## src/rtl/hsid_x_obi_inf_pkg.sv

```systemverilog
// OBI interface types and default widths shared by the HSID OBI blocks.
//   obi_req_t  : manager request (req, we, be, addr, wdata)
//   obi_resp_t : subordinate response (gnt, rvalid, rdata, err)
package hsid_x_obi_inf_pkg;

  localparam int unsigned HSID_WORD_WIDTH       = 32;
  localparam int unsigned HSID_MEM_ACCESS_WIDTH = 16;

  typedef struct packed {
    logic                           req;
    logic                           we;
    logic [HSID_WORD_WIDTH/8-1:0]   be;
    logic [HSID_WORD_WIDTH-1:0]     addr;
    logic [HSID_WORD_WIDTH-1:0]     wdata;
  } obi_req_t;

  typedef struct packed {
    logic                       gnt;
    logic                       rvalid;
    logic [HSID_WORD_WIDTH-1:0] rdata;
    logic                       err;
  } obi_resp_t;

endpackage

```

## src/rtl/hsid_x_obi_stream_reader.sv

```systemverilog
// Strided OBI read engine feeding a small output FIFO.
// Ports:
//   clk, rst_n                 clock, asynchronous active-low reset
//   obi_req / obi_rsp          OBI manager read port (we=0, be all-ones, wdata=0)
//   initial_addr, stride       first byte address and byte step between reads
//   limit                      number of words to read (0 = all-ones)
//   start, clear               command pulses
//   idle, ready, done          status: IDLE, READING, DONE respectively
//   data_out_valid/_ready, data_out   output stream (FIFO head)
//   error                      sticky: an OBI response carried err
module hsid_x_obi_stream_reader
  import hsid_x_obi_inf_pkg::*;
#(
  parameter int unsigned WORD_WIDTH       = HSID_WORD_WIDTH,
  parameter int unsigned MEM_ACCESS_WIDTH = HSID_MEM_ACCESS_WIDTH,
  parameter int unsigned FIFO_DEPTH       = 4
) (
  input  logic                        clk,
  input  logic                        rst_n,
  output obi_req_t                    obi_req,
  input  obi_resp_t                   obi_rsp,
  input  logic [WORD_WIDTH-1:0]       initial_addr,
  input  logic [WORD_WIDTH-1:0]       stride,
  input  logic [MEM_ACCESS_WIDTH-1:0] limit,
  input  logic                        start,
  input  logic                        clear,
  output logic                        idle,
  output logic                        ready,
  output logic                        done,
  output logic                        data_out_valid,
  output logic [WORD_WIDTH-1:0]       data_out,
  input  logic                        data_out_ready,
  output logic                        error
);

  localparam int unsigned PtrW = $clog2(FIFO_DEPTH);
  localparam int unsigned OutW = PtrW + 1;
  localparam int unsigned SumW = OutW + 1;
  localparam int unsigned CntW = MEM_ACCESS_WIDTH + 1;
  localparam logic [SumW-1:0] DepthSum = SumW'(FIFO_DEPTH);

  typedef enum logic [2:0] {StIdle, StInit, StReading, StDone, StClear} state_e;

  state_e                      state_q, state_d;
  logic [WORD_WIDTH-1:0]       addr_q, addr_d;
  logic [WORD_WIDTH-1:0]       stride_q, stride_d;
  logic [MEM_ACCESS_WIDTH-1:0] limit_q, limit_d;
  logic [CntW-1:0]             requests_q, requests_d;
  logic [CntW-1:0]             reads_q, reads_d;
  logic [OutW-1:0]             outstanding_q, outstanding_d;
  logic [OutW-1:0]             count_q, count_d;
  logic [PtrW-1:0]             wptr_q, wptr_d;
  logic [PtrW-1:0]             rptr_q, rptr_d;
  logic                        error_q, error_d;
  logic [WORD_WIDTH-1:0]       mem_q [FIFO_DEPTH];

  logic req_en, gnt_hs, rvalid_ok, push, pop, flush;

  // Credit rule: in-flight reads plus buffered words never exceed the FIFO,
  // so every rvalid always has a free slot.
  assign req_en = (state_q == StReading) && (requests_q < {1'b0, limit_q}) &&
                  (({1'b0, outstanding_q} + {1'b0, count_q}) < DepthSum);
  assign gnt_hs    = req_en && obi_rsp.gnt;
  assign rvalid_ok = obi_rsp.rvalid && (outstanding_q != '0);
  assign data_out_valid = (count_q != '0);
  assign pop            = data_out_valid && data_out_ready;
  assign data_out       = data_out_valid ? mem_q[rptr_q] : '0;

  always_comb begin
    obi_req      = '0;
    obi_req.req  = req_en;
    obi_req.be   = '1;
    obi_req.addr = addr_q;
  end

  assign idle  = (state_q == StIdle);
  assign ready = (state_q == StReading);
  assign done  = (state_q == StDone);
  assign error = error_q;

  always_comb begin
    state_d       = state_q;
    addr_d        = addr_q;
    stride_d      = stride_q;
    limit_d       = limit_q;
    requests_d    = requests_q;
    reads_d       = reads_q;
    error_d       = error_q;
    push          = 1'b0;
    flush         = 1'b0;
    outstanding_d = outstanding_q + OutW'(gnt_hs) - OutW'(rvalid_ok);

    if (gnt_hs) begin
      requests_d = requests_q + CntW'(1);
      addr_d     = addr_q + stride_q;
    end
    if (obi_rsp.rvalid && obi_rsp.err && (state_q != StIdle)) begin
      error_d = 1'b1;
    end

    unique case (state_q)
      StIdle: begin
        if (start && !clear) state_d = StInit;
      end
      StInit: begin
        addr_d     = initial_addr;
        stride_d   = stride;
        limit_d    = (limit == '0) ? '1 : limit;
        requests_d = '0;
        reads_d    = '0;
        error_d    = 1'b0;
        if (clear) begin
          state_d = StClear;
          flush   = 1'b1;
        end else begin
          state_d = StReading;
        end
      end
      StReading: begin
        if (clear) begin
          state_d = StClear;
          flush   = 1'b1;
        end else begin
          if (rvalid_ok) begin
            push    = 1'b1;
            reads_d = reads_q + CntW'(1);
          end
          if ((reads_q == {1'b0, limit_q}) && (count_q == '0)) state_d = StDone;
        end
      end
      StDone: begin
        if (clear) begin
          state_d = StIdle;
        end else if (start) begin
          state_d = StInit;
        end
      end
      StClear: begin
        // Late responses are drained and dropped; leave only once nothing is in flight.
        flush      = 1'b1;
        addr_d     = '0;
        stride_d   = '0;
        limit_d    = '0;
        requests_d = '0;
        reads_d    = '0;
        if (outstanding_q == '0) state_d = StIdle;
      end
      default: state_d = StIdle;
    endcase
  end

  always_comb begin
    wptr_d  = wptr_q;
    rptr_d  = rptr_q;
    count_d = count_q;
    if (flush) begin
      wptr_d  = '0;
      rptr_d  = '0;
      count_d = '0;
    end else begin
      if (push) wptr_d = wptr_q + PtrW'(1);
      if (pop)  rptr_d = rptr_q + PtrW'(1);
      count_d = count_q + OutW'(push) - OutW'(pop);
    end
  end

  always_ff @(posedge clk or negedge rst_n) begin
    if (!rst_n) begin
      state_q       <= StIdle;
      addr_q        <= '0;
      stride_q      <= '0;
      limit_q       <= '0;
      requests_q    <= '0;
      reads_q       <= '0;
      outstanding_q <= '0;
      count_q       <= '0;
      wptr_q        <= '0;
      rptr_q        <= '0;
      error_q       <= 1'b0;
    end else begin
      state_q       <= state_d;
      addr_q        <= addr_d;
      stride_q      <= stride_d;
      limit_q       <= limit_d;
      requests_q    <= requests_d;
      reads_q       <= reads_d;
      outstanding_q <= outstanding_d;
      count_q       <= count_d;
      wptr_q        <= wptr_d;
      rptr_q        <= rptr_d;
      error_q       <= error_d;
    end
  end

  // Storage needs no reset: data_out is gated by the (reset) occupancy count.
  always_ff @(posedge clk) begin
    if (push) mem_q[wptr_q] <= obi_rsp.rdata;
  end

endmodule

```

## config.mk

```make
export PLATFORM = sky130hd
export DESIGN_NAME = hsid_x_obi_stream_reader
export DESIGN_NICKNAME = d
export VERILOG_FILES = /design/src/rtl/hsid_x_obi_inf_pkg.sv /design/src/rtl/hsid_x_obi_stream_reader.sv
export SDC_FILE = /design/constraint.sdc
export NUM_CORES = 1
export LEC_CHECK = 0
export ABC_AREA = 1
export CORE_UTILIZATION = 49
export DETAILED_ROUTE_END_ITERATION = 8
export GPL_TIMING_DRIVEN = 0
export PLACE_DENSITY = 0.88
export SYNTH_ARGS = -nofsm -noshare
export SYNTH_HDL_FRONTEND = slang
export SYNTH_SLANG_ARGS = --single-unit
```

## constraint.sdc

```tcl
create_clock -name clk -period 3.03 [get_ports clk]
set_clock_uncertainty 0.15 [all_clocks]
set_input_delay 0.606 -clock clk [delete_from_list [all_inputs] [get_ports clk]]
set_output_delay 0.606 -clock clk [all_outputs]
set_load 0.01 [all_outputs]
```

==> results.cfg <==
[status]
outcome = finished clean

[clock_network]
clk_latency_ns = 0.55
clock_path_buffers = 3
cts-buffers-inserted = 26
root_buffer = clkbuf_16
htreeDepth = 1
cts.sinks = 256
cts_tree = yes
clk_pin_slew_ns = 0.07

[critical_path]
crit_type = register to register
worstReg2RegStart = limit_q[6]
cp-end-kind = register
ff2ff_setup_slack_ns = 0.02
crit_required_ns = 3.30
rr_worst_depth = 18
rr_endpoint = outstanding_q[2]
critPathLaunchType = register
crit_fanout = 3
cp_data_arrival_time_ns = 3.28

[placement]
place_congestion = 0.949
place_inst = 2390
hpwlAfterDp_um = 30200
port_buffers = 189

[die]
fp.dieH_um = 174
die_w_um = 174
fp.dieArea_um2 = 30100
core_area_um2 = 28900
rows = 62
ios = 227
start_util = 0.500

[power]
pwr-share-comb = 0.528
swShare = 0.439
power.switching_w = 0.00735
p_int_w = 0.00938
power.density_nw_per_um2 = 902
p_clk_frac = 0.187
p_leak_nw = 8.69
worst_ir_drop_vdd_mv = 0.587
power_frac_seq = 0.284

[grt]
met1_usage = 0.343
grt.busiest_layer = met2
met3_usage = 0.0401
grt_pass1_wl_um = 65000
grt_overflow = 0
grt_start_max_net_pins = 71
grt_use_met2 = 0.464
grt.total_usage = 0.271
antenna_found_initial = 0
grt_pass1_vias = 12900

[synth]
ys_ff_latch = 256
async_flop_share = 0.500
syn_avg_cell_area_um2 = 8.11
synth_cells = 1777
syn_area_um2 = 14400
synth-seq-area-share = 0.489
synth_top_flop_cell = edfxtp_1
synth_edf_count = 128
ys_types = 47
ys_warn_count = 0

[route]
vias_per_cell = 5.40
num_vias = 13300
drt-total-wl_um = 42300
drc = 0
drt_iter0_drc = 1148
drtAntennaViolNets = 0
firstDrtPassIters = 5
wl_per_cell_um = 17.1

[cells_and_area]
n_antenna_cell = 0
num-fill-cells = 2287
instances_no_fill = 2468
final_layout_size_suffix_gt1_frac = 0.103
area_growth_pct = 28.6
finish.utilization = 0.643
final_net_count = 2246

[sta]
worst_slew_pin_slew_ns = 0.721
relSlewSlack = 0.518
min_period_over_period = 0.994
hold_violations = 0
fin_crit_ns = 3.01
slew_viol_final = 0
hold_ws_ns = 0.349
setup_violations = 0
maxClockFrequency_mhz = 332
grt_setup_unrepaired = yes

[min_path]
min_to = error
hold_depth = 2
min_path_type = register to register
min_from = error

[run]
maxCapViolations = 0
==> registers in the layout, indices dropped and copies added (netlist names) <==
name / flops
mem_q: 128
addr_q: 32
stride_q: 32
reads_q: 17
requests_q: 17
limit_q: 16
count_q: 3
outstanding_q: 3
state_q: 3
rptr_q: 2
wptr_q: 2
error: 1
==> area by class of cell <==
cell class | instances | area (um^2) | area share
multi-input cells | 1245 | 6450 | 0.348
flip-flops and latches | 256 | 7060 | 0.380
repair buffers | 227 | 2270 | 0.123
clock inverters | 11 | 76.3 | 0.00411
clock buffers | 36 | 758 | 0.0409
well taps | 384 | 480 | 0.0259
inverters | 213 | 805 | 0.0434
plain buffers | 96 | 651 | 0.0351
==> metrics by stage <==
| step | setup TNS (ns) | cell area (um^2) | total power [W] | setup WS (ns) |
|---|---|---|---|---|
| floorplan | -26.67 | 14600 | 0.00985 | -0.208 |
| global placement | -710.20 | 16900 | 0.0128 | -3.91 |
| detailed placement | -18.03 | 17100 | 0.0131 | -0.421 |
| CTS | 0 | 18400 | 0.0165 | 0.00311 |
| global route | -0.209 | 18600 | 0.0178 | -0.108 |
| finish | 0 | 18600 | 0.0167 | 0.0173 |
==> cell usage after synthesis, types with 3 or more instances <==
master    instances  area (um^2)
o21ai_0         124          621
dfrtp_1         128         3200
clkbuf_1         46          173
xor2_1           21          184
nor3b_1           3         22.5
buf_1             9         33.8
nand3_1         114          571
ha_1             58          726
nand3b_1          3         22.5
nor2_1          234          878
nor3_1           22          110
a22o_1           37          324
xnor2_1           5         43.8
fa_1              3         60.1
or2_2             4         25.0
o22ai_1           7         43.8
a21oi_1          70          350
inv_2             3         11.3
edfxtp_1        128         3840
nand2_1         451         1690
o31ai_1           3         22.5
and2_1            3         18.8
o21ai_1           3         15.0
buf_4            38          285
nand4_1          18          113
buf_2             5         25.0
nor4_1            4         25.0
inv_1           207          777
==> cell usage in the layout, fill, tap and decap left out, drive strengths merged, types with 2 or more instances in the layout <==
master         netlist  routed
a31oi                2       2
dfrtp              128     128
xor2                21      21
a22o                37      37
ha                  58      58
o21ai              127     127
clkbuf              46      79
dlygate4sd2          0      23
a21oi               70      70
o22ai                7       7
nand3b               3       3
a21o                 2       2
nor3                25      25
xnor2                5       5
conb                 2      37
and2                 3       3
nand4               18      18
nor2               237     237
nand3              115     115
o31ai                3       3
nor3b                3       3
buf                 52      92
or2                  4       4
fa                   3       3
dlymetal6s2s         0       8
edfxtp             128     128
clkdlybuf4s50        0     156
nand2              453     453
nor4                 4       4
inv                211     214
clkinv               2      10
==> kinds of logic after synthesis <==
| family | count (synthesis) | share of synthesized area |
|---|---|---|
| compound gates | 255 | 0.101 |
| flops | 256 | 0.489 |
| fa+ha+maj | 61 | 0.0545 |
| xor+xnor | 26 | 0.0158 |
| other cells | 2 | 0.000521 |
| buf+inv | 311 | 0.0915 |
| simple gates | 866 | 0.248 |
==> power groups by stage <==
stage / Combinational, W / Clock, W / Sequential, W
final: 0.00884 / 0.00314 / 0.00475
after global routing: 0.00967 / 0.00332 / 0.00481
after CTS: 0.00859 / 0.00316 / 0.00473
after detailed placement: 0.00834 / 0 / 0.00477
after global placement: 0.00807 / 0 / 0.00476
after floorplan: 0.00513 / 0 / 0.00472
==> critical path: stages (launching register included) <==
cell       delay [ns]
dfrtp_1          0.40
inv_2            0.11
ha_4             0.22
nand2_1          0.08
a21oi_1          0.08
nor2_1           0.15
nand2_1          0.08
nand2_1          0.07
nand3_2          0.10
nor2_4           0.13
nand3_4          0.08
clkbuf_16        0.16
ha_4             0.20
inv_1            0.05
ha_1             0.12
inv_1            0.05
fa_2             0.35
xnor2_2          0.14
xor2_1           0.16
==> what timing repair did <==
| action | 4_1_cts | 5_1_grt |
|---|---|---|
| resized for setup | 110 | 34 |
| pin swaps | 11 | 13 |
| hold buffers | 1 | 0 |
| hold endpoints to repair | 58 | 0 |
| endpoints found under the setup margin | 37 | 13 |
| setup buffers | 22 | 10 |
==> routing by layer <==
layer  vias to the layer above  part of all wire
met2                       666              0.48
met1                      6220              0.41
li1                       6326                 -
met4                         0             0.041
met5                         -                 0
met3                       120             0.076
==> how the worst max path moves through the flow <==
stage | slack, ns | to | cells after the start | from
after detailed placement | -0.42 | count_q[2] | 11 | obi_rsp[33]
after global placement | -3.91 | reads_q[13] | 1 | rst_n
after global routing | -0.11 | outstanding_q[2] | 18 | limit_q[6]
final | 0.02 | outstanding_q[2] | 18 | limit_q[6]
after CTS | 0.003 | obi_req[69] | 12 | limit_q[12]
after floorplan | -0.21 | mem_q[0][0] | 7 | state_q[2]
(Power assumes the default switching activity.)
